===== src/rtl/muldiv_unit.sv =====
// Iterative multiply/divide unit: shift-add MUL/SMUL/UMUL and restoring unsigned DIV.
// Optional MULDIV_FAST_MUL_EN: multiplies use one combinational 2W product and complete in one cycle.
module muldiv_unit #(
  parameter int WIDTH = 32
) (
  input  logic             clk,
  input  logic             reset,
  input  logic             Start,
  input  logic [2:0]       ALUControl,
  input  logic [WIDTH-1:0] SrcA,
  input  logic [WIDTH-1:0] SrcB,
  output logic             Busy,
  output logic             Done,
  output logic [WIDTH-1:0] ResultLo,
  output logic [WIDTH-1:0] ResultHi,
  output logic [1:0]       NZ,
  output logic             DivZero
);

  localparam int CW = (WIDTH > 1) ? $clog2(WIDTH) : 1;
  localparam logic [CW-1:0] LAST = CW'(WIDTH - 1);
  localparam logic [1:0] OP_MUL = 2'b00, OP_SMUL = 2'b01, OP_DIV = 2'b11;

  typedef enum logic [1:0] {IDLE, CALC, DONE} state_t;

  state_t           r_state, w_next;
  logic [1:0]       r_op;
  logic             r_neg;
  logic [WIDTH-1:0] r_hi, r_lo, r_opnd;
  logic [CW-1:0]    r_cnt;
  logic [WIDTH-1:0] r_resLo, r_resHi;
  logic [1:0]       r_nz;
  logic             r_divZero;

  logic             w_accept, w_fast, w_isSmul, w_isDiv;
  logic [WIDTH-1:0] w_absA, w_absB, w_opA, w_opB;
  logic [WIDTH:0]   w_sum, w_remShift, w_diff;
  logic             w_ge;
  logic [WIDTH-1:0] w_stepHi, w_stepLo;
  logic [1:0]       w_finOp;
  logic             w_finNeg, w_finDz;
  logic [WIDTH-1:0] w_finHi, w_finLo;
  logic [2*WIDTH-1:0] w_prod, w_sprod;
  logic [WIDTH-1:0] w_resLo, w_resHi;
  logic [1:0]       w_nz;
  logic             w_dz;

  assign w_accept = Start && ALUControl[2] && (r_state != CALC);
  assign w_isSmul = (ALUControl[1:0] == OP_SMUL);
  assign w_isDiv  = (ALUControl[1:0] == OP_DIV);
  assign w_absA   = SrcA[WIDTH-1] ? -SrcA : SrcA;
  assign w_absB   = SrcB[WIDTH-1] ? -SrcB : SrcB;
  assign w_opA    = w_isSmul ? w_absA : SrcA;
  assign w_opB    = w_isSmul ? w_absB : SrcB;

`ifdef MULDIV_FAST_MUL_EN
  logic [2*WIDTH-1:0] w_fastProd;
  assign w_fastProd = {{WIDTH{1'b0}}, w_opA} * {{WIDTH{1'b0}}, w_opB};
  assign w_fast     = w_accept && !w_isDiv;
`else
  assign w_fast     = 1'b0;
`endif

  // r_lo doubles as multiplier (shifted out LSB-first) or dividend/quotient (shifted MSB-first)
  assign w_sum      = {1'b0, r_hi} + (r_lo[0] ? {1'b0, r_opnd} : '0);
  assign w_remShift = {r_hi, r_lo[WIDTH-1]};
  assign w_diff     = w_remShift - {1'b0, r_opnd};
  assign w_ge       = !w_diff[WIDTH];

  always_comb begin
    if (r_op == OP_DIV) begin
      w_stepHi = w_ge ? w_diff[WIDTH-1:0] : w_remShift[WIDTH-1:0];
      w_stepLo = {r_lo[WIDTH-2:0], w_ge};
    end else begin
      w_stepHi = w_sum[WIDTH:1];
      w_stepLo = {w_sum[0], r_lo[WIDTH-1:1]};
    end
  end

  always_comb begin
    w_finOp  = r_op;
    w_finNeg = r_neg;
    w_finHi  = w_stepHi;
    w_finLo  = w_stepLo;
    w_finDz  = (r_opnd == '0);
`ifdef MULDIV_FAST_MUL_EN
    if (w_fast) begin
      w_finOp  = ALUControl[1:0];
      w_finNeg = SrcA[WIDTH-1] ^ SrcB[WIDTH-1];
      {w_finHi, w_finLo} = w_fastProd;
      w_finDz  = 1'b0;
    end
`endif
  end

  // Shape the raw product/quotient into the architectural results and flags
  always_comb begin
    w_prod  = {w_finHi, w_finLo};
    w_sprod = w_finNeg ? -w_prod : w_prod;
    w_resLo = w_prod[WIDTH-1:0];
    w_resHi = w_prod[2*WIDTH-1:WIDTH];
    w_dz    = 1'b0;
    w_nz    = {w_prod[2*WIDTH-1], (w_prod == '0)};
    case (w_finOp)
      OP_MUL: begin
        w_resHi = '0;
        w_nz    = {w_prod[WIDTH-1], (w_prod[WIDTH-1:0] == '0)};
      end
      OP_SMUL: begin
        w_resLo = w_sprod[WIDTH-1:0];
        w_resHi = w_sprod[2*WIDTH-1:WIDTH];
        w_nz    = {w_sprod[2*WIDTH-1], (w_sprod == '0)};
      end
      OP_DIV: begin
        w_nz = {w_finLo[WIDTH-1], (w_finLo == '0)};
        w_dz = w_finDz;
      end
      default: ;
    endcase
  end

  always_ff @(posedge clk) begin
    if (reset) r_state <= IDLE;
    else       r_state <= w_next;
  end

  always_comb begin
    w_next = r_state;
    case (r_state)
      IDLE, DONE: begin
        if (w_accept)              w_next = w_fast ? DONE : CALC;
        else if (r_state == DONE)  w_next = IDLE;
      end
      CALC:    if (r_cnt == LAST) w_next = DONE;
      default: w_next = IDLE;
    endcase
  end

  always_ff @(posedge clk) begin
    if (reset) begin
      r_op      <= '0;
      r_neg     <= 1'b0;
      r_hi      <= '0;
      r_lo      <= '0;
      r_opnd    <= '0;
      r_cnt     <= '0;
      r_resLo   <= '0;
      r_resHi   <= '0;
      r_nz      <= '0;
      r_divZero <= 1'b0;
    end else if (w_accept) begin
      r_op   <= ALUControl[1:0];
      r_neg  <= SrcA[WIDTH-1] ^ SrcB[WIDTH-1];
      r_hi   <= '0;
      r_lo   <= w_isDiv ? SrcA : w_opB;
      r_opnd <= w_isDiv ? SrcB : w_opA;
      r_cnt  <= '0;
      if (w_fast) begin
        r_resLo   <= w_resLo;
        r_resHi   <= w_resHi;
        r_nz      <= w_nz;
        r_divZero <= w_dz;
      end
    end else if (r_state == CALC) begin
      r_hi  <= w_stepHi;
      r_lo  <= w_stepLo;
      r_cnt <= r_cnt + 1'b1;
      if (r_cnt == LAST) begin
        r_resLo   <= w_resLo;
        r_resHi   <= w_resHi;
        r_nz      <= w_nz;
        r_divZero <= w_dz;
      end
    end
  end

  assign Busy     = (r_state == CALC);
  assign Done     = (r_state == DONE);
  assign ResultLo = r_resLo;
  assign ResultHi = r_resHi;
  assign NZ       = r_nz;
  assign DivZero  = r_divZero;

endmodule


===== config.mk =====
export PLATFORM = sky130hd
export DESIGN_NAME = muldiv_unit
export DESIGN_NICKNAME = d
export VERILOG_FILES = /design/src/rtl/muldiv_unit.sv
export SDC_FILE = /design/constraint.sdc
export NUM_CORES = 1
export LEC_CHECK = 0
export ABC_AREA = 0
export BUFFER_PORTS_ARGS = -buffer_cell sky130_fd_sc_hd__buf_2
export CAP_MARGIN = 40
export CORE_UTILIZATION = 24
export CTS_BUF_LIST = sky130_fd_sc_hd__clkbuf_4 sky130_fd_sc_hd__clkbuf_8
export CTS_CLUSTER_SIZE = 10
export DETAILED_ROUTE_END_ITERATION = 7
export PLACE_DENSITY = 0.44
export SLEW_MARGIN = 20
export SYNTH_ARGS = -nofsm -noshare
export SYNTH_HDL_FRONTEND = slang
export SYNTH_SLANG_ARGS = --single-unit

===== constraint.sdc =====
create_clock -name clk -period 6 [get_ports clk]
set_clock_uncertainty 0.1 [all_clocks]
set_input_delay 1.2 -clock clk [delete_from_list [all_inputs] [get_ports clk]]
set_output_delay 1.2 -clock clk [all_outputs]
set_load 0.01 [all_outputs]

==> flow_summary_export.csv, run 1 <==
group,metric,value,unit
pwr,report.power.total,3.90,mW
synthesis,async_flop_share,0,
global_route,grt_overflow_total,0,
route,viasPerCell,5.32,
place,placed_cells,3287,
worst_setup_path,crit_fanout,5,
cts,cts_sinks,173,
sta,slew_viol_final,0,
die,rows,94,
sta,maxSlewHeadroom,0.367,
outcome,status,"finished, final reports clean",
global_route,antenna_found_initial,1,
synthesis,avgSynthCellArea,7.11,um^2
worst_setup_path,crit_path_start_kind,"flop",
pwr,p_leak,7.69,nW
synthesis,netlist_area,16200,um^2
worst_setup_path,crit_required,6.39,ns
route,drtPass1Iterations,6,
worst_setup_path,crit_family,"compound AO/OA/AOI/OAI gates",
synthesis,synth_area_leader_cell,"dfxtp_1",
global_route,grt_pass1_wl,107000,um
final_layout,syn2layout_area_growth,18.8,%
synthesis,ys_ff_latch,173,
sta,hold_violations,0,
final_layout,layout_common_cells,"nor2_1, nand2_1, a21oi_1",
worst_setup_path,worstPathArrival,6.10,ns
route,wl,71100,um
route,wl_per_cell,21.4,um
place,routabilityCongestion,0.931,
die,fp.dieH,262,um
sta,rsz0062_at_grt,"no",
place,dpl_cell_area,18600,um^2
flow_run,drv_cap,0,
final_layout,design_area,19200,um^2
synthesis,synth_edf_count,0,
worst_setup_path,cp.buffers_inverters,4,
final_layout,drive_above_1_share,0.174,
route,ant_nets,0,
synthesis,yosysTopAreaCellShare,0.214,
pwr,p_per_area,203,nW/um^2
synthesis,seq_area_frac_synth,0.214,
die,die-area,68400,um^2
sta,finalSetupViolCount,0,
pwr,max-vdd-ir-drop,0.000133,V
synthesis,synth_cells,2275,
sta,min_period,5.71,ns
final_layout,fin_nets,2592,
cts,clock_path_buffers,2,
sta,clock.fmax,175,MHz
worst_setup_path,critPathKind,"flop to flop",
synthesis,synth_cell_types,95,
die,start_util,0.244,
place,hpwl,56200,um
synthesis,synth_area_leaders,"dfxtp_1, nor2_1, a21oi_1",
route,via_count,17700,
cts,cts_tree,"built",
final_layout,postLayoutCoreUtil,0.290,
sta,finalCritPeriodShare,0.952,
cts,hold_buffers,0,
route,drt_iter0_drc,1261,
global_route,grt_max_degree,94,
worst_setup_path,end_kind,"flop",
route,drc_errors,0,
sta,worstMarginPinSlew,0.924,ns
worst_setup_path,max_stage_delay,0.36,ns
synthesis,yosys_warnings,0,
final_layout,antenna_cells,0,
die,core,66200,um^2
cts,cts_buffers,17,
global_route,first_global_vias,17000,
worst_setup_path,crit_slowest_cell,"fa_2",
place,io_buffers,138,
final_layout,final_common_cell,"nor2_1",
hold_path,hold_path_class,"flop to flop",
die,io-pin-count,139,
synthesis,syn-num-nets,2420,
final_layout,stdcell_count,3324,
synthesis,synth_ff_type,"dfxtp_1",
cts,clock_latency,0.58,ns
cts,clk_pin_slew_worst_paths,0.11,ns
die,die_x,262,um
global_route,grt_util_all_layers,0.207,
cts,clockRootBuffer,"clkbuf_8",
cts,cts_max_level,4,
through the flow:
step / setup slack [ns] / TNS [ns] / hold slack, ns
after global placement: -0.0972 / -0.134 / 0.342
after global routing: 0.0260 / 0 / 0.379
final: 0.285 / 0 / 0.356
after CTS: 0.0473 / 0 / 0.361
after detailed placement: -0.0946 / -0.0946 / 0.346
after floorplan: 0.0146 / 0 / 0.341
state kept, by name (all words and copies together) (netlist names):
register / count
ResultHi: 32
ResultLo: 32
r_hi: 32
r_lo: 32
r_opnd: 32
r_cnt: 5
NZ: 2
r_op: 2
r_state: 2
DivZero: 1
r_neg: 1
cell usage after synthesis (26+ instances only):
library cell,n
a21oi_1,204
o21ai_0,90
xnor2_1,95
nor3_1,97
nand2_1,238
nand3_1,43
a211oi_1,130
nand4_1,35
and2_1,50
clkbuf_1,108
nor2_1,303
xor2_1,78
mux2i_1,40
inv_1,59
a21o_1,26
ha_1,73
dfxtp_1,173
routing by layer:
metal  wire, um  track usage  vias up
met3       2490       0.0228       75
met1      31300        0.260     8566
li1           -            -     8607
met4       2020       0.0703        2
met2      35200        0.364      432
met5         13            0        -
layout make-up:
class,count,area [um^2]
repair buffers,303,1970
fillers,7343,47000
flip-flops and latches,173,3470
clock buffers,18,241
clock inverters,14,178
well taps,864,1080
multi-input cells,1890,12000
inverters,62,234
worst register-to-register path: stages, from the launching register on:
cell and delay, ns:
dfxtp_2 0.34, inv_1 0.05, ha_1 0.22, fa_2 0.36
nand2b_4 0.17, a211oi_4 0.23, o21ai_1 0.11, o21a_1 0.22
o21bai_2 0.18, nand3_2 0.15, inv_2 0.09, ha_2 0.20
o2111ai_4 0.14, buf_6 0.17, xor2_1 0.16, o41ai_2 0.29
o2111ai_1 0.19, nor4_2 0.34, nand4_1 0.17, a2111oi_2 0.30
nand4_1 0.25, nor4_2 0.30, buf_4 0.15, nand3_1 0.09
nor4b_2 0.25, nand4b_1 0.16, o31ai_2 0.28
power breakdown:
group / switching [mW] / internal [mW]
logic: 1.05 / 0.661
registers: 0.0570 / 1.19
clock network: 0.549 / 0.390
cells by family after synthesis:
kind of cell | share of synthesized area
AO/OA/AOI/OAI | 0.264
XOR/XNOR | 0.0958
adder cells (fa/ha/maj) | 0.0590
buffers and inverters | 0.0525
flip-flops | 0.214
multiplexers | 0.0430
AND/OR/NAND/NOR | 0.272
final timing paths:
kind                                   from          end  slack, ns  cells past startpoint
worst max-delay path               r_lo[31]        NZ[0]       0.29                     26
worst min-delay path            ResultLo[5]  ResultLo[5]       0.36                      2
worst max register to register     r_lo[31]        NZ[0]       0.29                     26
worst min register to register  ResultLo[5]  ResultLo[5]       0.36                      2
what timing repair did:
item | 4_1_cts | 5_1_grt
pin swaps | 5 | 17
gates resized for setup | 7 | 24
endpoints found under the setup margin | 2 | 5
buffers inserted | 0 | 3
No activity file was read; power rests on OpenSTA's default activity.
==> run 2: changes to the inputs <==
--- a/config.mk
+++ b/config.mk
@@ -7,7 +7,7 @@
 export LEC_CHECK = 0
 export ABC_AREA = 0
 export BUFFER_PORTS_ARGS = -buffer_cell sky130_fd_sc_hd__buf_2
-export CAP_MARGIN = 40
+export CAP_MARGIN = 25
 export CORE_UTILIZATION = 24
 export CTS_BUF_LIST = sky130_fd_sc_hd__clkbuf_4 sky130_fd_sc_hd__clkbuf_8
 export CTS_CLUSTER_SIZE = 10
==> constraint.sdc (replaced) <==
create_clock -name clk -period 6 [get_ports clk]
set_clock_uncertainty 0.1 [all_clocks]
set_input_delay 0.3 -clock clk [delete_from_list [all_inputs] [get_ports clk]]
set_output_delay 0.3 -clock clk [all_outputs]
set_load 0.01 [all_outputs]
==> flow_summary_export.csv, run 2 (synthesized netlist as in run 1, its figures left out) <==
group,metric,value,unit
worst_setup_path,rr_startpoint,"r_lo[31]",
cts,cts_tree,"built",
worst_setup_path,crit_path_start_kind,"flop",
outcome,status,"finished, final reports clean",
die,die-area,68400,um^2
sta,hold_slack,0.0726,ns
global_route,first_global_vias,17400,
worst_setup_path,crit_required,6.41,ns
route,via_count,17500,
pwr,p_leak,7.65,nW
cts,clock_latency,0.60,ns
final_layout,final_common_cell,"nor2_1",
sta,final.setup.tns,0,ns
place,io_buffers,138,
hold_path,whs_endpoint,"r_lo[30]",
pwr,p_per_area,202,nW/um^2
final_layout,syn2layout_area_growth,18.3,%
hold_path,hold_path_class,"primary input to flop",
place,placed_cells,3281,
die,start_util,0.244,
cts,cts_sinks,173,
worst_setup_path,worstPathArrival,6.16,ns
die,die_x,262,um
die,fp.dieH,262,um
cts,clockRootBuffer,"clkbuf_8",
route,wl_per_cell,21.4,um
sta,finalSetupViolCount,0,
place,routabilityCongestion,0.925,
final_layout,fin_nets,2589,
hold_path,hold_start,"SrcA[30]",
final_layout,antenna_cells,0,
final_layout,postLayoutCoreUtil,0.289,
cts,clk_pin_slew_worst_paths,0.11,ns
worst_setup_path,crit_fanout,6,
sta,rsz0062_at_grt,"no",
cts,cts_buffers,17,
sta,clock.fmax,174,MHz
final_layout,stdcell_count,3321,
route,drt_iter0_drc,1212,
die,core,66200,um^2
sta,hold_violations,0,
worst_setup_path,crit_start,"r_lo[31]",
sta,worstMarginPinSlew,0.992,ns
route,wl,71100,um
global_route,grt_overflow_total,0,
sta,finalCritPeriodShare,0.959,
sta,min_period,5.75,ns
worst_setup_path,critPathKind,"flop to flop",
worst_setup_path,crit_slowest_cell,"nor4_2",
worst_setup_path,worstReg2RegEnd,"NZ[0]",
global_route,grt_pass1_wl,108000,um
route,viasPerCell,5.28,
global_route,antenna_found_initial,0,
cts,clock_path_buffers,2,
die,rows,94,
global_route,grt_max_degree,78,
pwr,max-vdd-ir-drop,0.000138,V
die,io-pin-count,139,
global_route,grt_util_all_layers,0.208,
final_layout,drive_above_1_share,0.170,
hold_path,whs_path_depth,5,
route,drtPass1Iterations,5,
cts,cts_max_level,4,
route,drc_errors,0,
worst_setup_path,r2r_slack,0.25,ns
worst_setup_path,end_kind,"flop",
place,hpwl,55900,um
route,ant_nets,0,
sta,maxSlewHeadroom,0.335,
pwr,report.power.total,3.86,mW
flow_run,drv_cap,0,
worst_setup_path,max_stage_delay,0.38,ns
final_layout,layout_common_cells,"nor2_1, nand2_1, a21oi_1",
worst_setup_path,rr_worst_depth,25,
sta,slew_viol_final,0,
[run 2: cell count changes in the layout (fill, tap and decap cells not counted), moves of 2 or more]
| cell | before | now |
|---|---|---|
| bufinv_16 | 2 | 0 |
| dlygate4sd3_1 | 0 | 4 |
| xnor2_4 | 2 | 0 |
| dfxtp_1 | 169 | 171 |
| clkinv_8 | 1 | 5 |
| xnor2_2 | 0 | 2 |
| buf_4 | 158 | 156 |
| buf_2 | 141 | 138 |
| dfxtp_2 | 4 | 2 |
| clkinvlp_4 | 2 | 0 |
[run 2: stage by stage]
step / setup WS, ns / instance area [um^2]
6_report: 0.247 / 19100
5_1_grt: 0.0106 / 19100
4_1_cts: 0.00673 / 19000
3_5_place_dp: -0.149 / 18500
3_3_place_gp: 0.0346 / 18500
2_1_floorplan: 0.0146 / 16200
[run 2: worst max path at each step]
stage / end / depth (start not counted)
2_1_floorplan: NZ[0] / 26
3_3_place_gp: NZ[0] / 25
3_5_place_dp: NZ[0] / 25
4_1_cts: NZ[0] / 25
5_1_grt: NZ[0] / 25
6_report: NZ[0] / 25
[run 2: area by class of cell]
type,count,area [um^2]
Inverter,62,234
Timing Repair Buffer,300,1930
Fill cell,7292,47100
Clock inverter,15,175
Clock buffer,17,234
Sequential cell,173,3470
Multi-Input combinational cell,1890,12000
Tap cell,864,1080
[run 2: worst max-delay path, delay by kind of cell, from the launching register on]
family	cells	cell delay (ns)
XOR/XNOR	1	0.15
buffers and inverters	3	0.33
AND/OR/NAND/NOR	9	2.04
flip-flops	1	0.35
adder cells (fa/ha/maj)	3	0.75
AO/OA/AOI/OAI	9	1.97
[run 2: power breakdown]
group	switching [mW]	internal (mW)
combinational	1.05	0.646
clock	0.592	0.316
sequential	0.0546	1.19
total	1.70	2.16
[run 2: metal layers]
metal | global-route usage | up-vias | wire length, um
met5 | 0 | - | 0
li1 | - | 8586 | -
met4 | 0.0841 | 0 | 2720
met1 | 0.259 | 8453 | 31200
met3 | 0.0261 | 93 | 2430
met2 | 0.361 | 406 | 34700
[run 2: timing repair]
item,4_1_cts,5_1_grt
hold buffers,4,0
pin swaps,2,15
endpoints found under the setup margin,1,8
hold endpoints to repair,3,0
buffers inserted,0,2
gates resized for setup,4,23
==> run 3: changes to the inputs <==
--- a/config.mk
+++ b/config.mk
@@ -13,6 +13,7 @@
 export CTS_CLUSTER_SIZE = 10
 export DETAILED_ROUTE_END_ITERATION = 7
 export PLACE_DENSITY = 0.44
+export RECOVER_POWER = 50
 export SLEW_MARGIN = 20
 export SYNTH_ARGS = -nofsm -noshare
 export SYNTH_HDL_FRONTEND = slang
==> flow_summary_export.csv, run 3 (synthesized netlist as in run 1, its figures left out) <==
group,metric,value,unit
sta,finalSetupViolCount,0,
cts,clock_latency,0.59,ns
worst_setup_path,critPathKind,"flop to flop",
cts,clockRootBuffer,"clkbuf_8",
global_route,antenna_found_initial,0,
worst_setup_path,crit_path_start_kind,"flop",
route,ant_nets,0,
hold_path,hold_path_class,"primary input to flop",
outcome,violations,"capacitance limit, slew limit",
final_layout,final_common_cell,"nor2_1",
sta,finalCritPeriodShare,0.955,
route,viasPerCell,5.29,
cts,clock_path_buffers,2,
sta,hold_slack,0.0850,ns
global_route,grt_overflow_total,0,
route,drt_iter0_drc,1208,
cts,cts_tree,"built",
final_layout,final-seq-area,3470,um^2
global_route,first_global_vias,17400,
flow_run,drv_cap,1,
final_layout,layout_common_cells,"nor2_1, nand2_1, a21oi_1",
die,core,66200,um^2
place,hpwl,55900,um
final_layout,postLayoutCoreUtil,0.287,
worst_setup_path,worstPathArrival,6.14,ns
place,io_buffers,138,
die,fp.dieH,262,um
final_layout,fillers,7316,
sta,clock.fmax,174,MHz
sta,maxSlewHeadroom,-1.00,
final_layout,antenna_cells,0,
die,rows,94,
worst_setup_path,crit_required,6.41,ns
final_layout,drive_above_1_share,0.140,
outcome,status,"finished, violations left",
global_route,grt_pass1_wl,108000,um
pwr,p_leak,7.34,nW
pwr,p_per_area,203,nW/um^2
die,die-area,68400,um^2
worst_setup_path,crit_fanout,6,
route,drtPass1Iterations,6,
route,via_count,17600,
sta,slew_viol_final,44,
sta,min_period,5.73,ns
die,io-pin-count,139,
global_route,grt_util_all_layers,0.208,
route,wl_per_cell,21.4,um
sta,worstMarginPinSlew,3.00,ns
route,drc_errors,0,
route,wl,71000,um
pwr,max-vdd-ir-drop,0.000139,V
sta,hold_violations,0,
cts,cts_sinks,173,
final_layout,fin_nets,2589,
final_layout,multi_input_area,12000,um^2
final_layout,syn2layout_area_growth,17.7,%
cts,clk_pin_slew_worst_paths,0.12,ns
global_route,grt_max_degree,78,
cts,cts_buffers,17,
worst_setup_path,end_kind,"flop",
die,start_util,0.244,
place,routabilityCongestion,0.925,
sta,final.setup.tns,0,ns
sta,rsz0062_at_grt,"no",
cts,cts_max_level,4,
worst_setup_path,r2r_slack,0.27,ns
die,die_x,262,um
-- run 3: cell type report --
type                    instances  area share
multi-input cells            1890       0.631
repair buffers                300      0.0966
clock buffers                  17      0.0123
inverters                      62      0.0123
well taps                     864      0.0568
flip-flops and latches        173       0.182
clock inverters                15     0.00921
-- run 3: final timing paths --
kind                             startpoint           to  cells after the start
worst max register to register     r_lo[31]        NZ[0]                     25
worst max-delay path               r_lo[31]        NZ[0]                     25
worst min register to register  ResultLo[4]  ResultLo[4]                      2
worst min-delay path               SrcA[30]     r_lo[30]                      5
-- run 3: what timing repair did --
item / 4_1_cts / 5_1_grt
pin swaps: 2 / 15
setup endpoints to repair: 1 / 8
resized for setup: 4 / 23
endpoints found under the hold margin: 3 / 0
hold buffers: 4 / 0
setup buffers: 0 / 2
-- run 3: metrics by stage --
step | setup WS [ns] | total power, mW | instances | instance area [um^2]
3_3_place_gp | 0.0346 | 2.93 | 3281 | 18500
6_report | 0.268 | 3.85 | 3321 | 19000
2_1_floorplan | 0.0146 | 2.31 | 2275 | 16200
4_1_cts | 0.00673 | 3.86 | 3317 | 19000
3_5_place_dp | -0.149 | 2.93 | 3281 | 18500
5_1_grt | 0.0115 | 4.09 | 3321 | 19000
-- run 3: where the power goes --
group          leakage [nW]  total, mW  switching [mW]  internal (mW)
Clock                 0.206      0.908           0.592          0.316
Sequential             1.41       1.25          0.0547           1.19
Combinational          5.73       1.70            1.05          0.646
-- run 3: routing by layer --
| metal | up-vias | global-route usage | wire length, um |
|---|---|---|---|
| li1 | 8586 | - | - |
| met1 | 8466 | 0.259 | 31400 |
| met2 | 431 | 0.361 | 34700 |
| met3 | 93 | 0.0261 | 2260 |
| met4 | 0 | 0.0841 | 2750 |
| met5 | - | 0 | 0 |
-- run 3: critical path: stages (launching register included) --
cell       delay, ns
dfxtp_2         0.35
inv_1           0.06
ha_2            0.20
fa_2            0.34
nand2b_4        0.16
a211oi_4        0.29
o21ai_2         0.10
o21a_1          0.22
o21bai_2        0.16
nand3_2         0.14
inv_2           0.10
ha_2            0.21
o2111ai_4       0.15
buf_6           0.17
xor2_1          0.15
o41ai_1         0.34
o2111ai_1       0.21
nor4_2          0.34
nand4_1         0.17
a2111oi_2       0.31
nand4_1         0.27
nor4_2          0.36
nand3_1         0.14
nor4b_2         0.27
nand4b_1        0.16
o31ai_2         0.20
